[src/rtl/ps2_key_rx.sv]
// rtl/ps2_key_rx.sv - PS/2 keyboard frame receiver with make/break key-level decoder.
// Optional: define PS2_ERR_COUNT_EN to build the saturating frame-error counter.
module ps2_key_rx #(
    parameter int FILTER_LEN  = 8,
    parameter int TIMEOUT_CYC = 200000
) (
    input  logic       clk,
    input  logic       rst,
    input  logic       ps2_clk,
    input  logic       ps2_data,
    output logic [7:0] scan_code,
    output logic       scan_valid,
    output logic       frame_err,
    output logic       key_left,
    output logic       key_right,
    output logic       key_jump,
    output logic [7:0] err_count
);
    localparam int FW = $clog2(FILTER_LEN + 1);
    localparam int TW = $clog2(TIMEOUT_CYC + 1);

    typedef enum logic [1:0] {IDLE, DATA, PARITY, STOP} state_t;

    logic          clk_s1, clk_s2, data_s1, data_s2;
    logic          clk_f;
    logic [FW-1:0] fcnt;
    logic          flip, fall;
    logic          fall_r, bit_r;
    state_t        state;
    logic [2:0]    bidx;
    logic [7:0]    shreg;
    logic          par;
    logic [TW-1:0] tcnt;
    logic          ext, brk;
    logic          k_left, k_right, k_space, k_up;

    always_ff @(posedge clk or posedge rst) begin
        if (rst) begin
            clk_s1  <= 1'b1;
            clk_s2  <= 1'b1;
            data_s1 <= 1'b1;
            data_s2 <= 1'b1;
        end else begin
            clk_s1  <= ps2_clk;
            clk_s2  <= clk_s1;
            data_s1 <= ps2_data;
            data_s2 <= data_s1;
        end
    end

    assign flip = (clk_s2 != clk_f) && (fcnt == FW'(FILTER_LEN - 1));
    assign fall = flip && clk_f;

    always_ff @(posedge clk or posedge rst) begin
        if (rst) begin
            clk_f  <= 1'b1;
            fcnt   <= '0;
            fall_r <= 1'b0;
            bit_r  <= 1'b0;
        end else begin
            if (clk_s2 == clk_f) begin
                fcnt <= '0;
            end else if (flip) begin
                fcnt  <= '0;
                clk_f <= clk_s2;
            end else begin
                fcnt <= fcnt + 1'b1;
            end
            fall_r <= fall;
            bit_r  <= data_s2;
        end
    end

    always_ff @(posedge clk or posedge rst) begin
        if (rst) begin
            state      <= IDLE;
            bidx       <= '0;
            shreg      <= '0;
            par        <= 1'b0;
            tcnt       <= '0;
            scan_code  <= '0;
            scan_valid <= 1'b0;
            frame_err  <= 1'b0;
            ext        <= 1'b0;
            brk        <= 1'b0;
            k_left     <= 1'b0;
            k_right    <= 1'b0;
            k_space    <= 1'b0;
            k_up       <= 1'b0;
        end else begin
            scan_valid <= 1'b0;
            frame_err  <= 1'b0;

            if (state == IDLE || fall) tcnt <= '0;
            else                       tcnt <= tcnt + 1'b1;

            if (scan_valid) begin
                if (scan_code == 8'hE0) begin
                    ext <= 1'b1;
                end else if (scan_code == 8'hF0) begin
                    brk <= 1'b1;
                end else begin
                    if (!ext && scan_code == 8'h29) k_space <= !brk;
                    if (ext  && scan_code == 8'h6B) k_left  <= !brk;
                    if (ext  && scan_code == 8'h74) k_right <= !brk;
                    if (ext  && scan_code == 8'h75) k_up    <= !brk;
                    ext <= 1'b0;
                    brk <= 1'b0;
                end
            end

            if (fall_r) begin
                case (state)
                    IDLE: begin
                        if (!bit_r) begin
                            state <= DATA;
                            bidx  <= '0;
                        end else begin
                            frame_err <= 1'b1;
                        end
                    end
                    DATA: begin
                        shreg <= {bit_r, shreg[7:1]};
                        bidx  <= bidx + 1'b1;
                        if (bidx == 3'd7) state <= PARITY;
                    end
                    PARITY: begin
                        par   <= bit_r;
                        state <= STOP;
                    end
                    default: begin
                        if (bit_r && (^shreg ^ par)) begin
                            scan_code  <= shreg;
                            scan_valid <= 1'b1;
                        end else begin
                            frame_err <= 1'b1;
                        end
                        state <= IDLE;
                    end
                endcase
            // frame_err lands one cycle after the match, i.e. TIMEOUT_CYC cycles after the last accepted edge
            end else if (state != IDLE && tcnt == TW'(TIMEOUT_CYC - 2)) begin
                frame_err <= 1'b1;
                state     <= IDLE;
                ext       <= 1'b0;
                brk       <= 1'b0;
            end
        end
    end

    assign key_left  = k_left;
    assign key_right = k_right;
    assign key_jump  = k_space | k_up;

`ifdef PS2_ERR_COUNT_EN
    always_ff @(posedge clk or posedge rst) begin
        if (rst)                             err_count <= '0;
        else if (frame_err && err_count != 8'hFF) err_count <= err_count + 1'b1;
    end
`else
    assign err_count = '0;
`endif
endmodule

[config.mk]
export PLATFORM = sky130hd
export DESIGN_NAME = ps2_key_rx
export DESIGN_NICKNAME = d
export VERILOG_FILES = /design/src/rtl/ps2_key_rx.sv
export SDC_FILE = /design/constraint.sdc
export NUM_CORES = 1
export LEC_CHECK = 0
export CORE_MARGIN = 2
export CORE_UTILIZATION = 61
export CTS_CLUSTER_SIZE = 20
export DETAILED_ROUTE_END_ITERATION = 10
export PLACE_DENSITY = 0.86
export RECOVER_POWER = 50
export SETUP_SLACK_MARGIN = 0.05
export SLEW_MARGIN = 20
export SYNTH_ARGS = -nofsm -noshare
export SYNTH_HDL_FRONTEND = slang
export SYNTH_SLANG_ARGS = --single-unit
[constraint.sdc]
create_clock -name clk -period 4.6 [get_ports clk]
set_clock_uncertainty 0.1 [all_clocks]
set_input_delay 0.46 -clock clk [delete_from_list [all_inputs] [get_ports clk]]
set_output_delay 0.46 -clock clk [all_outputs]
set_load 0.02 [all_outputs]
==> results.sh, run 1 <==
export IMPL_cts_resized=0
export IMPL_power_density_nw_per_um2=324
export IMPL_ctsHoldBuffers=0
export IMPL_finalSetupTns_ps=0
export IMPL_wl_per_cell_um=15.2
export IMPL_crit_fanout=6
export IMPL_synth_main_ff_cell="dfrtp_1"
export IMPL_track_usage_pct=21.3
export IMPL_synthSimpleGateAreaFrac_pct=15.6
export IMPL_fillers=327
export IMPL_status="completed"
export IMPL_crit_slowest_cell="nor4_1"
export IMPL_setup_ws_ps=2450
export IMPL_synth_seq_cells=59
export IMPL_drv_cap=0
export IMPL_clk_pin_slew_ps=60
export IMPL_dr_pass1_iters=4
export IMPL_ys_warn_count=0
export IMPL_cts_inserted_buffers=9
export IMPL_clock_latency_ps=330
export IMPL_antenna_found_initial=0
export IMPL_required_ps=4680
export IMPL_io_pin_count=25
export IMPL_ir_drop_mv=0.271
export IMPL_core_sq_um=4410
export IMPL_synth_compound_area_share_pct=6.00
export IMPL_use_met1_pct=26.5
export IMPL_synthCells=243
export IMPL_path_cells="inv_1, ha_1, nor2_1, nand3_1, nor4_1, o31ai_1"
export IMPL_synthToLayoutAreaGrowth_pct=12.8
export IMPL_die_area_sq_um=5180
export IMPL_drive_gt1_share_pct=15.9
export IMPL_grt_pass1_vias=1802
export IMPL_cts_tree="done"
export IMPL_yosysSeqAreaShare_pct=52.6
export IMPL_postRouteAntennaNets=0
export IMPL_synth_area_sq_um=2820
export IMPL_fp_dieH_um=72.0
export IMPL_cp_end_kind="register"
export IMPL_cp_top_family="simple AND/OR/NAND/NOR gates"
export IMPL_final_nets=280
export IMPL_hold_path_class="register to register"
export IMPL_post_route_drc_count=0
export IMPL_pre_cts_ws_ps=2480
export IMPL_fin_crit_sh_pct=46.8
export IMPL_avgSynthCellArea_sq_um=11.6
export IMPL_grt_max_degree=42
export IMPL_yosys_area_share_adder_pct=4.44
export IMPL_hold_viol=0
export IMPL_die_w_um=72.0
export IMPL_slew_violations=0
export IMPL_cts_buffer_depth=2
export IMPL_rsz0062_at_grt="no"
export IMPL_portBuffers=16
export IMPL_viasPerCell=5.75
export IMPL_relSlewSlack_pct=46.6
export IMPL_dp_final_hpwl_um=3410
export IMPL_synthMuxAreaShare_pct=9.46
export IMPL_p_leak_uw=0.00145
export IMPL_grt_util_met3_pct=5.00
export IMPL_clockRootBuffer="clkbuf_8"
export IMPL_vias=1852
export IMPL_synth_edf_count=0
export IMPL_synth_top_family_by_area="simple AND/OR/NAND/NOR gates"
export IMPL_start_util_pct=63.8
export IMPL_crit_arrival_ps=2230
export IMPL_clock_sinks=59
export IMPL_synth_xor_area_share_pct=7.77
export IMPL_post_route_min_period_ps=2150
export IMPL_setup_violations=0
export IMPL_cts_setup_buffers=0
export IMPL_path_buf_inv=1
export IMPL_async_flop_share_pct=100
export IMPL_max_stage_delay_ps=670
export IMPL_cts_max_level=3
export IMPL_synth_cell_types=47
export IMPL_diodes=0
export IMPL_critPathKind="register to register"
export IMPL_grt_remaining_overflow=0
export IMPL_wirelength_um=4890
export IMPL_gp_congestion=0.798
export IMPL_grt_busiest_layer="met2"
export IMPL_crit_path_start_kind="register"
export IMPL_grt_pass1_wl_um=8250
export IMPL_worst_pin_slew_ps=794
export IMPL_timing_fmax_ghz=0.465
export IMPL_drtIter0Drc=62
export IMPL_gr_usage_met2_pct=34.7
export IMPL_num_rows=24
==> cell families (layout without fill, tap and decap cells) <==
logic type	count (synthesis)	in the layout
simple gates	82	82
buf+inv	21	41
fa+ha+maj	10	10
flops	59	59
other cells	1	8
xor+xnor	20	20
compound gates	27	27
mux	23	23
==> report_power, final <==
group          total, uW  switching (uW)  internal (uW)
logic               53.0            31.2           21.8
clock network        423             188            235
registers            552            12.4            540
total               1030             232            796
==> state kept, by name, summed over array words and instances, names as in the netlist, 2 cells and up <==
| register | cells |
|---|---|
| shreg | 8 |
| tcnt | 18 |
| state | 2 |
| fcnt | 4 |
| bidx | 3 |
| scan_code | 8 |
==> final timing paths <==
| check | startpoint | to | slack, ps | depth (start not counted) |
|---|---|---|---|---|
| hold reg to reg | clk_s1 | clk_s2 | 260 | 0 |
| hold / removal | clk_s1 | clk_s2 | 260 | 0 |
| min in group asynchronous | rst | k_space | 590 | 2 |
| setup / recovery | state[0] | state[1] | 2450 | 6 |
| max in group asynchronous | rst | clk_f | 2800 | 3 |
| setup reg to reg | state[0] | state[1] | 2450 | 6 |
==> per-layer routing <==
layer  part of all wire, %  up-vias
met5                     0        -
met1                    44      907
li1                      -      886
met3                   3.6       10
met4                   2.3        0
met2                    50       49
==> final cells by class <==
| class | count | area [sq um] | area share (%) |
|---|---|---|---|
| sequential | 59 | 1480 | 46.7 |
| multi-input combinational | 170 | 1250 | 39.3 |
| tap | 52 | 65.1 | 2.05 |
| inverter | 9 | 33.8 | 1.06 |
| clock inverter | 2 | 10.0 | 0.315 |
| timing repair buffer | 17 | 168 | 5.28 |
| clock buffer | 13 | 169 | 5.31 |
==> through the flow <==
| step | instance area, sq um | total power [uW] | hold WS (ps) | util (%) | instances |
|---|---|---|---|---|---|
| after global placement | 3000 | 614 | 245 | 67.9 | 307 |
| after CTS | 3180 | 1040 | 257 | 72.0 | 322 |
| after global routing | 3180 | 1070 | 266 | 72.0 | 322 |
| final | 3180 | 1030 | 260 | 72.0 | 322 |
| after detailed placement | 3000 | 617 | 248 | 67.9 | 307 |
| after floorplan | 2840 | 608 | 245 | - | 250 |
==> synth_stat cells (2+ instances only) <==
library cell  instances  area share [%]
o41ai_1               2            0.62
nand4_1               8             1.8
nor3b_1               2            0.53
nor2_1               22             2.9
a21oi_1               8             1.4
o31ai_1               2            0.53
or2_2                 2            0.44
clkbuf_1              3            0.40
and3_1                2            0.44
mux2i_1               3             1.1
a22o_1                2            0.62
xor2_1               11             3.4
dfrtp_1              54              48
nor4b_1               2            0.62
o21ai_0               8             1.4
ha_1                 10             4.4
nand3_1              13             2.3
nor2b_1               2            0.44
and4_1                2            0.62
nor3_1                3            0.53
inv_1                 9             1.2
nand2_1              10             1.3
mux2_2               19             7.6
dfstp_2               5             4.7
and2_1                2            0.44
buf_4                 8             2.1
or3_1                 4            0.89
xnor2_1               6             1.9
==> worst reg2reg max path, delay by kind of cell, from the launching register on <==
| kind | cells | cell delay (ps) |
|---|---|---|
| AOI/OAI and AO/OA | 1 | 160 |
| adders and majority gates | 1 | 270 |
| buffers and inverters | 1 | 100 |
| DFF | 1 | 440 |
| and+or+nand+nor | 3 | 930 |
==> cell usage in the layout, fill, tap and decap left out, types with 3 or more instances in the layout <==
cell type / n
nor3_1: 3
dfstp_2: 4
conb_1: 8
dlygate4sd3_1: 3
nand2_1: 10
ha_1: 10
clkbuf_8: 12
xor2_1: 11
mux2_2: 19
clkdlybuf4s50_1: 13
nand3_1: 13
or3_1: 4
mux2i_1: 3
nor2_1: 22
inv_1: 9
o21ai_0: 8
dfrtp_1: 54
xnor2_1: 6
nand4_1: 8
a21oi_1: 8
Power figures use the tool's default switching activity.
==> run 2, diff against run 1 <==
CORE_UTILIZATION = 51   (was 61)
PLACE_DENSITY = 0.77   (was 0.86)
clock period = 1.94 ns   (was 4.6 ns; I/O delays follow)
==> run 2 against run 1 <==
Against the previous run:
- the run now ends with setup timing left
- clock power rose to 3.2 times the previous value
- routed wire length is 2.5% higher
- sequential share of layout area down 3.0 points
- worst hold slack got worse by 4.6 ps
- count of clock-buffer cells in the layout shrank 2
- worst setup slack lost 2500 ps
- combinational power up 140%
- critical path depth decreased by 1
- maximum frequency grew 9.5%
- flip-flop and latch count unchanged
- register-to-register slack worse by 2500 ps
- critical path type unchanged
==> results.sh, run 2 (synthesis results as in run 1) <==
export IMPL_status="finished, violations left"
export IMPL_violations="setup timing"
export IMPL_cp_end_kind="register"
export IMPL_dp_final_hpwl_um=3530
export IMPL_relSlewSlack_pct=12.7
export IMPL_grt_remaining_overflow=0
export IMPL_finalSetupTns_ps=-103
export IMPL_p_comb_share_pct=4.5
export IMPL_clk_pin_slew_ps=60
export IMPL_cts_max_level=3
export IMPL_p_leak_uw=0.00157
export IMPL_grt_pass1_wl_um=8760
export IMPL_die_area_sq_um=6130
export IMPL_drtIter0Drc=89
export IMPL_critPathKind="register to register"
export IMPL_cts_tree="done"
export IMPL_worst_pin_slew_ps=1310
export IMPL_power_uw=2790
export IMPL_io_pin_count=25
export IMPL_grt_max_degree=36
export IMPL_postRouteAntennaNets=0
export IMPL_fp_dieH_um=78.3
export IMPL_wl_per_cell_um=14.0
export IMPL_register_area_sq_um=1480
export IMPL_post_route_min_period_ps=1970
export IMPL_viasPerCell=5.37
export IMPL_multi_input_area_sq_um=1270
export IMPL_vias=1917
export IMPL_hold_viol=0
export IMPL_diodes=0
export IMPL_reg_top3="tcnt: 18 flops, scan_code: 8 flops, shreg: 8 flops"
export IMPL_ir_drop_mv=0.553
export IMPL_die_w_um=78.3
export IMPL_timing_fmax_ghz=0.509
export IMPL_rrSetupSlack_ps=-30
export IMPL_wirelength_um=5010
export IMPL_start_util_pct=52.1
export IMPL_ctsHoldBuffers=0
export IMPL_swShare_pct=20.6
export IMPL_cts_inserted_buffers=9
export IMPL_p_int_uw=2220
export IMPL_final_cell_mix="53 x dfrtp_1, 22 x nor2_1, 17 x mux2_2"
export IMPL_clkPwrFrac_pct=48.6
export IMPL_fillers=439
export IMPL_rsz0062_at_grt="yes"
export IMPL_gp_congestion=0.797
export IMPL_post_route_drc_count=0
export IMPL_antenna_found_initial=0
export IMPL_cts_setup_buffers=0
export IMPL_drv_cap=0
export IMPL_setup_violations=6
export IMPL_num_rows=27
export IMPL_crit_fanout=9
export IMPL_largest_reg_flops=18
export IMPL_clock_sinks=59
export IMPL_required_ps=2050
export IMPL_layout_commonest_cell="dfrtp_1"
export IMPL_slew_violations=0
export IMPL_final_nets=294
export IMPL_core_sq_um=5410
export IMPL_portBuffers=16
export IMPL_p_seq_share_pct=46.9
export IMPL_cts_buffer_depth=2
export IMPL_setup_ws_ps=-25.5
export IMPL_netSwitchingPower_uw=575
export IMPL_grt_pass1_vias=1873
export IMPL_hold_path_class="register to register"
export IMPL_crit_arrival_ps=2080
export IMPL_drive_gt1_share_pct=21.1
export IMPL_hold_slack_ps=256
export IMPL_clockRootBuffer="clkbuf_8"
export IMPL_fin_crit_sh_pct=101
export IMPL_dr_pass1_iters=4
export IMPL_crit_path_start_kind="register"
export IMPL_synthToLayoutAreaGrowth_pct=20.6
export IMPL_clock_latency_ps=330
export IMPL_track_usage_pct=18.5
export IMPL_power_density_nw_per_um2=822
export IMPL_regMostFlops="tcnt"
run 2: changes by cell type in the layout (fill, tap and decap cells not counted), sizes merged:
cell / before / now
inv: 9 / 8
dlymetal6s2s: 0 / 1
clkdlybuf4s50: 13 / 12
buf: 1 / 13
bufinv: 0 / 3
clkinv: 2 / 3
run 2: cell type report:
cell class                 count  share of cell area (%)
clock buffer                  11                    4.16
inverter                       9                   0.994
sequential                    59                    43.7
timing repair buffer          31                    8.29
multi-input combinational    170                    37.3
clock inverter                 5                    2.95
tap                           72                    2.65
run 2: per-stage QoR:
stage / area (sq um) / std cells / setup WS [ps] / util (%)
global placement: 3140 / 341 / 51.9 / 58.1
finish: 3400 / 357 / -25.5 / 62.8
global route: 3400 / 357 / -64.2 / 62.8
floorplan: 2840 / 250 / 59.2 / -
detailed placement: 3140 / 341 / -24.0 / 58.1
CTS: 3380 / 357 / -32.9 / 62.6
run 2: metal layers:
layer  track usage [%]  share of wire [%]  up-vias
li1                  -                  -      908
met1              23.3                 45      949
met2              30.3                 49       51
met3              5.17                4.6        9
met4              7.89                1.9        0
met5                 0                  0        -
run 2: worst paths after layout:
path,start,endpoint,cells past startpoint
worst max-delay path,shreg[3],scan_code[1],5
worst min register to register,clk_s1,clk_s2,0
min in group asynchronous,rst,tcnt[13],3
worst min-delay path,clk_s1,clk_s2,0
worst max register to register,shreg[3],scan_code[1],5
max in group asynchronous,rst,state[0],3
run 2: critical path, stage by stage (launching register included):
cell	delay (ps)
dfrtp_1	380
xnor2_1	190
xnor3_2	490
mux2i_4	200
buf_12	150
mux2_2	330
run 2: repair_timing:
action	CTS	global route
pin swaps	1	0
endpoints found under the setup margin	8	23
resized for setup	0	7
run 2: power by group through the flow:
stage          combinational, uW  sequential (uW)  clock (uW)
2_1_floorplan                117             1320           0
3_3_place_gp                 129             1330           0
3_5_place_dp                 130             1330           0
4_1_cts                      132             1310        1390
5_1_grt                      143             1310        1440
6_report                     125             1310        1360
